## src/rtl/arith_pkg.sv

```systemverilog
// arith_pkg: shared helpers and stage register type for the pipelined adder
`ifndef ARITH_PKG_SV
`define ARITH_PKG_SV
`define ARITH_STAGE_T(W) struct packed { logic valid; logic [(W)-1:0] psum; logic carry; logic c_msb_in; logic [(W)-1:0] a_hi; logic [(W)-1:0] b_hi; }
package arith_pkg;
  function automatic bit stages_ok(int unsigned w, int unsigned s);
    return w >= 2 && s >= 1 && w % s == 0;
  endfunction
  function automatic int unsigned seg_w(int unsigned w, int unsigned s);
    return s == 0 ? w : w / s;
  endfunction
endpackage
`endif

```

## src/rtl/pipelined_adder_ha_cell.sv

```systemverilog
// ha_cell: 1-bit half adder
module ha_cell (
  input  logic a,
  input  logic b,
  output logic s,
  output logic c
);
  assign s = a ^ b;
  assign c = a & b;
endmodule

```

## src/rtl/pipelined_adder.sv

```systemverilog
// pipelined_adder: WIDTH-bit adder with STAGES registered carry segments and valid/ready on both sides
module pipelined_adder
  import arith_pkg::*;
#(
  parameter int WIDTH  = 8,
  parameter int STAGES = 2
) (
  input  logic             clk,
  input  logic             rst,
  input  logic             in_valid,
  output logic             in_ready,
  input  logic [WIDTH-1:0] a,
  input  logic [WIDTH-1:0] b,
  input  logic             cin,
  output logic             out_valid,
  input  logic             out_ready,
  output logic [WIDTH-1:0] sum,
  output logic             cout,
  output logic             ovf
);
  localparam int SEG = seg_w(WIDTH, STAGES);
  typedef `ARITH_STAGE_T(WIDTH) stage_t;
  if (!stages_ok(WIDTH, STAGES)) begin : g_bad_params
    $error("pipelined_adder: WIDTH must be >= 2 and divisible by STAGES");
  end
  logic [STAGES-1:0] vld;
  logic [STAGES:0]   adv;
  assign adv[STAGES] = out_ready;
  assign in_ready    = adv[0];
  for (genvar k = 0; k < STAGES; k++) begin : g_stage
    stage_t           st_d, st_q;
    logic [WIDTH-1:0] a_src, b_src, p_src;
    logic             c_src, v_src;
    logic [SEG-1:0]   s;
    if (k == 0) begin : g_first
      assign v_src = in_valid;
      assign a_src = a;
      assign b_src = b;
      assign c_src = cin;
      assign p_src = '0;
    end else begin : g_next
      assign v_src = g_stage[k-1].st_q.valid;
      assign a_src = g_stage[k-1].st_q.a_hi;
      assign b_src = g_stage[k-1].st_q.b_hi;
      assign c_src = g_stage[k-1].st_q.carry;
      assign p_src = g_stage[k-1].st_q.psum;
    end
    // a_hi/b_hi hold the not-yet-summed operand bits shifted down to bit 0
    for (genvar i = 0; i < SEG; i++) begin : g_bit
      logic ci, co, s1, c1, c2;
      if (i == 0) begin : g_cin
        assign ci = c_src;
      end else begin : g_cchain
        assign ci = g_bit[i-1].co;
      end
      ha_cell u_ha0 (.a(a_src[i]), .b(b_src[i]), .s(s1),   .c(c1));
      ha_cell u_ha1 (.a(s1),       .b(ci),       .s(s[i]), .c(c2));
      assign co = c1 | c2;
    end
    always_comb begin
      st_d.valid    = v_src;
      st_d.psum     = p_src | (WIDTH'(s) << (SEG * k));
      st_d.carry    = g_bit[SEG-1].co;
      st_d.c_msb_in = g_bit[SEG-1].ci;
      st_d.a_hi     = a_src >> SEG;
      st_d.b_hi     = b_src >> SEG;
    end
    always_ff @(posedge clk or posedge rst) begin
      if (rst) st_q <= '0;
      else if (adv[k]) st_q <= st_d;
    end
    assign vld[k] = st_q.valid;
    // a stage may advance if it or any later stage holds a bubble
    assign adv[k] = out_ready || !(&vld[STAGES-1:k]);
  end
  assign out_valid = g_stage[STAGES-1].st_q.valid;
  assign sum       = g_stage[STAGES-1].st_q.psum;
  assign cout      = g_stage[STAGES-1].st_q.carry;
  assign ovf       = g_stage[STAGES-1].st_q.carry ^ g_stage[STAGES-1].st_q.c_msb_in;
endmodule

```

## config.mk

```make
export PLATFORM = sky130hd
export DESIGN_NAME = pipelined_adder
export DESIGN_NICKNAME = d
export VERILOG_FILES = /design/src/rtl/arith_pkg.sv /design/src/rtl/pipelined_adder_ha_cell.sv /design/src/rtl/pipelined_adder.sv
export SDC_FILE = /design/constraint.sdc
export NUM_CORES = 1
export LEC_CHECK = 0
export BUFFER_PORTS_ARGS = -buffer_cell sky130_fd_sc_hd__clkbuf_2
export CELL_PAD_IN_SITES_DETAIL_PLACEMENT = 0
export CELL_PAD_IN_SITES_GLOBAL_PLACEMENT = 1
export CORE_MARGIN = 2
export CORE_UTILIZATION = 41
export CTS_CLUSTER_DIAMETER = 200
export DETAILED_ROUTE_END_ITERATION = 10
export PLACE_DENSITY_LB_ADDON = 0.1
export SYNTH_ARGS = -nofsm -noshare
export SYNTH_HDL_FRONTEND = slang
export SYNTH_SLANG_ARGS = --single-unit
```

## constraint.sdc

```tcl
create_clock -name clk -period 2.9 [get_ports clk]
set_input_delay 0.145 -clock clk [delete_from_list [all_inputs] [get_ports clk]]
set_output_delay 0.145 -clock clk [all_outputs]
set_load 0.1 [all_outputs]
```

### Yosys cells after proc, flatten, opt, wreduce, memory -nomap -nowiden

Index checks and enable logic that the tools add are counted.

| storage, ports and cells | value |
|---|---|
| output and inout bits | 12 |
| logic and storage cells | 56 |
| input bits | 21 |
| bits in registers | 25 |

| operators by class | value |
|---|---|
| bitwise logic cells | 42 |
| reductions and logical operators | 5 |

Operator list:

| operator | number |
|---|---|
| $xor 1x1->1 | 17 |
| $and 1x1->1 | 16 |
| $or 1x1->1 | 8 |
| $or 4x8->8 | 1 |
| $logic_not 1->1 | 2 |
| $logic_or 1x1->1 | 2 |
| $reduce_and 2->1 | 1 |

### Longest topological paths before layout

| depth | value |
|---|---|
| depth after elaboration | 9 |
| gate-level depth with buffers | 9 |
| gate-level depth less buffers | 9 |

### Hierarchy

Synthesis repeated with hierarchy kept, for this count alone.

| unflattened totals | value |
|---|---|
| cells, all modules | 90 |
| area total of the unflattened synthesis | 1287.5 sq um |

By module, submodules not included:

| module | seq. area each (sq um) | cells each | area an instance (sq um) | times used |
|---|---|---|---|---|
| pipelined_adder | 625.6 | 74 | 1087.3 | 1 |
| ha_cell | 0.0 | 1 | 12.5 | 16 |

### Worst setup path before layout

Ideal clock, no wire load.

| timing | value |
|---|---|
| path kind | flip-flop to output port |
| start | reg g_stage[1].st_q (netlist bit cout) |
| end | out ovf |
| required time | 2.755 ns |
| stages on the path, launching flop included | 2 |
| arrival time | 2.427 ns |
| buffers on the path | 0 |
| path slack | 0.328 ns |
| cell sequence | dfrtp_1 xor2_1 |

| between the ends | value |
|---|---|
| word-level cells in the longest chain between the ends | 1 |

Ends and longest elaborated chain:

| what | RTL line | text |
|---|---|---|
| start, declared | pipelined_adder.sv:31 | `stage_t st_d, st_q;` |
| start signal, assigned | pipelined_adder.sv:70 | `else if (adv[k]) st_q <= st_d;` |
| $xor 1x1->1 | pipelined_adder.sv:79 | `assign ovf = g_stage[STAGES-1].st_q.carry ^ g_stage[STAGES-1].st_q.c_msb_in;` |
| end, declared | pipelined_adder.sv:19 | `output logic ovf` |

No other way between the ends.

### Worst setup path after layout

| timing | value |
|---|---|
| start | reg g_stage[0].st_q (netlist bit g_stage[1].c_src) |
| end | reg g_stage[1].st_q (netlist bit sum[7]) |

| between the ends | value |
|---|---|
| word-level cells in the longest chain between the ends | 8 |

Ends and longest elaborated chain:

| what | RTL line | text |
|---|---|---|
| start, declared | pipelined_adder.sv:31 |  |
| start signal, assigned | pipelined_adder.sv:70 |  |
| $and 1x1->1 | pipelined_adder_ha_cell.sv:9 | `assign c = a & b;` |
| $or 1x1->1 | pipelined_adder.sv:58 | `assign co = c1 \| c2;` |
| $and 1x1->1 | pipelined_adder_ha_cell.sv:9 |  |
| $or 1x1->1 | pipelined_adder.sv:58 |  |
| $and 1x1->1 | pipelined_adder_ha_cell.sv:9 |  |
| $or 1x1->1 | pipelined_adder.sv:58 |  |
| net g_stage[1].g_bit[2].co | pipelined_adder.sv:50 | `logic ci, co, s1, c1, c2;` |
| $xor 1x1->1 | pipelined_adder_ha_cell.sv:8 | `assign s = a ^ b;` |
| net g_stage[1].g_bit[3].u_ha1.s | pipelined_adder_ha_cell.sv:5 | `output logic s,` |
| $or 4x8->8 | pipelined_adder.sv:62 | `st_d.psum = p_src \| (WIDTH'(s) << (SEG * k));` |

The timed path passes the listed nets, and every way through them passes these cells.
A chain may end at the register's enable or synchronous reset.

==> run_results.csv <==
group,metric,value,unit
floorplan,io_pins,33,
pwr,vdd_drop_max,0.3897,mV
yosys,avgSynthCellArea,13.57,um2
sta,hold_ws,-0.005017,ns
clock_tree,post_cts_resized,0,
sta,worst_pin_slew,0.9373,ns
worst_setup_path,rr_endpoint,"sum[7]",
clock_tree,ctsHtreeMaxLevel,1,
grt,antenna_found_initial,0,
worst_setup_path,r2r_slack,0.59,ns
pwr,cell_internal_pwr,0.0005827,W
sta,rsz0062_at_grt,"no",
final_layout,instances_no_fill,148,
worst_setup_path,critPathLaunchType,"flop",
final_layout,drive_gt1_share,35.04,%
clock_tree,clkTransAtPathRegs,0.14,ns
yosys,synthCells,91,
clock_tree,hold_buffers,0,
placement,pre_cts_ws,0.5715,ns
detailed_routing,wl_per_cell,12.36,um
grt,grt_usage,12.31,%
grt,grt_max_degree,26,
floorplan,die_w,58.88,um
pwr,pwr-share-comb,48.6,%
placement,dp_cells,144,
floorplan,rows,19,
grt,grt_pass1_vias,732,
clock_tree,clk_latency,0.31,ns
clock_tree,clock_sinks,25,
sta,fmax,433.6,MHz
yosys,syn-num-nets,120,
final_layout,mostFrequentLayoutCells,"clkbuf_2 (32), dfrtp_1 (25), inv_1 (18), mux2_1 (14), fa_1 (8)",
sta,setup_tns,0,ns
flow_run,drv_cap,0,
grt,grt_pass1_wl,3.146,mm
sta,fin_skew,0.006546,ns
sta,drv_slew,0,
detailed_routing,viasPerCell,4.682,
yosys,ys_warn_count,0,
pwr,power_leakage,0.7210,nW
pwr,swShare,51.10,%
detailed_routing,vias,693,
floorplan,die_area,0.003467,mm2
clock_tree,post_cts_buffers,0,
sta,finalSetupViolCount,0,
detailed_routing,drt-initial-drc-count,25,
worst_setup_path,required,3.12,ns
worst_setup_path,arrival,2.53,ns
clock_tree,cts.path.max_buffers,2,
floorplan,fp.coreArea,0.002805,mm2
worst_hold_path,hold_class,"in2async",
final_layout,final_area,0.001385,mm2
detailed_routing,drcViolationCount,3,
worst_setup_path,reg2reg_depth,9,
sta,hold_viol,12,
grt,overflow,0,
placement,dpl_cell_area,0.001358,mm2
final_layout,mostFrequentLayoutCell,"clkbuf_2",
floorplan,start_util,44.02,%
placement,hpwl,1.427,mm
clock_tree,cts_tree,"yes",
placement,io_buffers,32,
clock_tree,numCtsBuffers,3,
detailed_routing,ant_nets,0,
placement,gp_congestion,0.6452,
pwr,pwr-share-clk,12.8,%
pwr,p_per_area,860.4,mW/mm2
final_layout,antenna_cells,0,
detailed_routing,first_pass_iters,7,
status,violations,"design-rule violations, negative hold slack",
floorplan,die_h,58.88,um
worst_setup_path,path_max_fanout,2,
yosys,ys_types,14,
status,status,"finished with violations",
sta,relSlewSlack,37.45,%
sta,final.min_clock_period,2.306,ns
detailed_routing,wirelength,1.830,mm
worst_setup_path,crit_type,"reg2reg",
pwr,pwr-share-seq,38.6,%
yosys,yosysSeqAreaShare,50.66,%
yosys,syn_area,0.001235,mm2
clock_tree,root_buffer,"clkbuf_4",
final_layout,post-route-util,49.38,%
sta,fin_ws,0.5938,ns
pwr,p_sw,0.0006090,W
sta,fin_crit_sh,79.53,%
final_layout,area_delta_synth_final,12.16,%
worst_setup_path,critPathCaptureType,"flop",
yosys,synth_seq_cells,25,
final_layout,nNetsFinal,147,
worst_setup_path,r2r-start,"g_stage[1].c_src",
[kinds of logic after synthesis]
| group | Yosys count | synth area share [%] |
|---|---|---|
| mux | 21 | 18.84 |
| buf+inv | 28 | 11.65 |
| fa+ha+maj | 8 | 12.97 |
| compound gates | 2 | 0.8106 |
| simple gates | 6 | 4.357 |
| flops | 25 | 50.66 |
| xor+xnor | 1 | 0.7093 |
[registers in the layout, indices dropped and copies added (netlist names)]
| name | count |
|---|---|
| cout | 1 |
| g_stage.a_src | 4 |
| g_stage.b_src | 4 |
| g_stage.c_src | 1 |
| g_stage.p_src | 4 |
| g_stage.st_q | 1 |
| g_stage.v_src | 1 |
| out_valid | 1 |
| sum | 8 |
[cell type report]
cell class                      count  area, um2
Fill cell                         270       1420
Clock inverter                      1      5.005
Timing Repair Buffer               32      160.2
Tap cell                           31      38.79
Sequential cell                    25      625.6
Inverter                           18      67.56
Multi-Input combinational cell     38      465.4
Clock buffer                        3      22.52
[layer usage]
metal	GRT usage, %	vias to the layer above	part of all wire [%]
met5	0	-	0
met4	2.922	0	0.82
met3	4.835	2	5.1
met2	21.59	20	51
met1	14.06	344	43
li1	-	327	-
[Yosys cell counts]
library cell,instances,area [um2]
buf_4,8,60.06
nand3b_4,1,20.02
nand2b_1,3,18.77
xor2_1,1,8.760
nor3b_1,2,15.01
a21oi_1,2,10.01
mux2i_1,3,30.03
mux2_2,4,45.04
buf_6,1,11.26
mux2_1,14,157.7
dfrtp_1,25,625.6
inv_1,18,67.56
fa_1,8,160.2
buf_2,1,5.000
[critical path, cell delays in order, from the launching register on]
cell	delay, ns
dfrtp_1	0.35
inv_1	0.06
fa_1	0.41
inv_1	0.07
fa_1	0.16
inv_1	0.05
fa_1	0.35
inv_1	0.11
fa_1	0.39
mux2_2	0.27
[power groups by stage]
stage,Sequential (W),Combinational [W],Clock [W]
6_report,0.000460,0.000579,0.000153
5_1_grt,0.000472,0.000609,0.000174
4_1_cts,0.000463,0.000586,0.000160
3_5_place_dp,0.000471,0.000585,0
3_3_place_gp,0.000468,0.000577,0
2_1_floorplan,0.000492,0.000519,0
[stage by stage]
step	hold WS [ns]	total power (W)
after floorplan	0.1723	0.001010
after global placement	0.3527	0.001044
after detailed placement	0.3528	0.001056
after CTS	0.01051	0.001208
after global routing	0.006890	0.001255
final	-0.005017	0.001192
[worst max-delay path by stage]
stage | from | end | slack (ns) | cells past startpoint
final | g_stage[1].c_src | sum[7] | 0.59 | 9
after global routing | g_stage[1].c_src | sum[7] | 0.46 | 9
after CTS | g_stage[1].c_src | sum[7] | 0.57 | 9
after detailed placement | g_stage[1].c_src | sum[7] | 0.57 | 9
after global placement | g_stage[1].c_src | sum[7] | 0.62 | 9
after floorplan | cout | ovf | 0.33 | 1
Power figures use the tool's default switching activity.
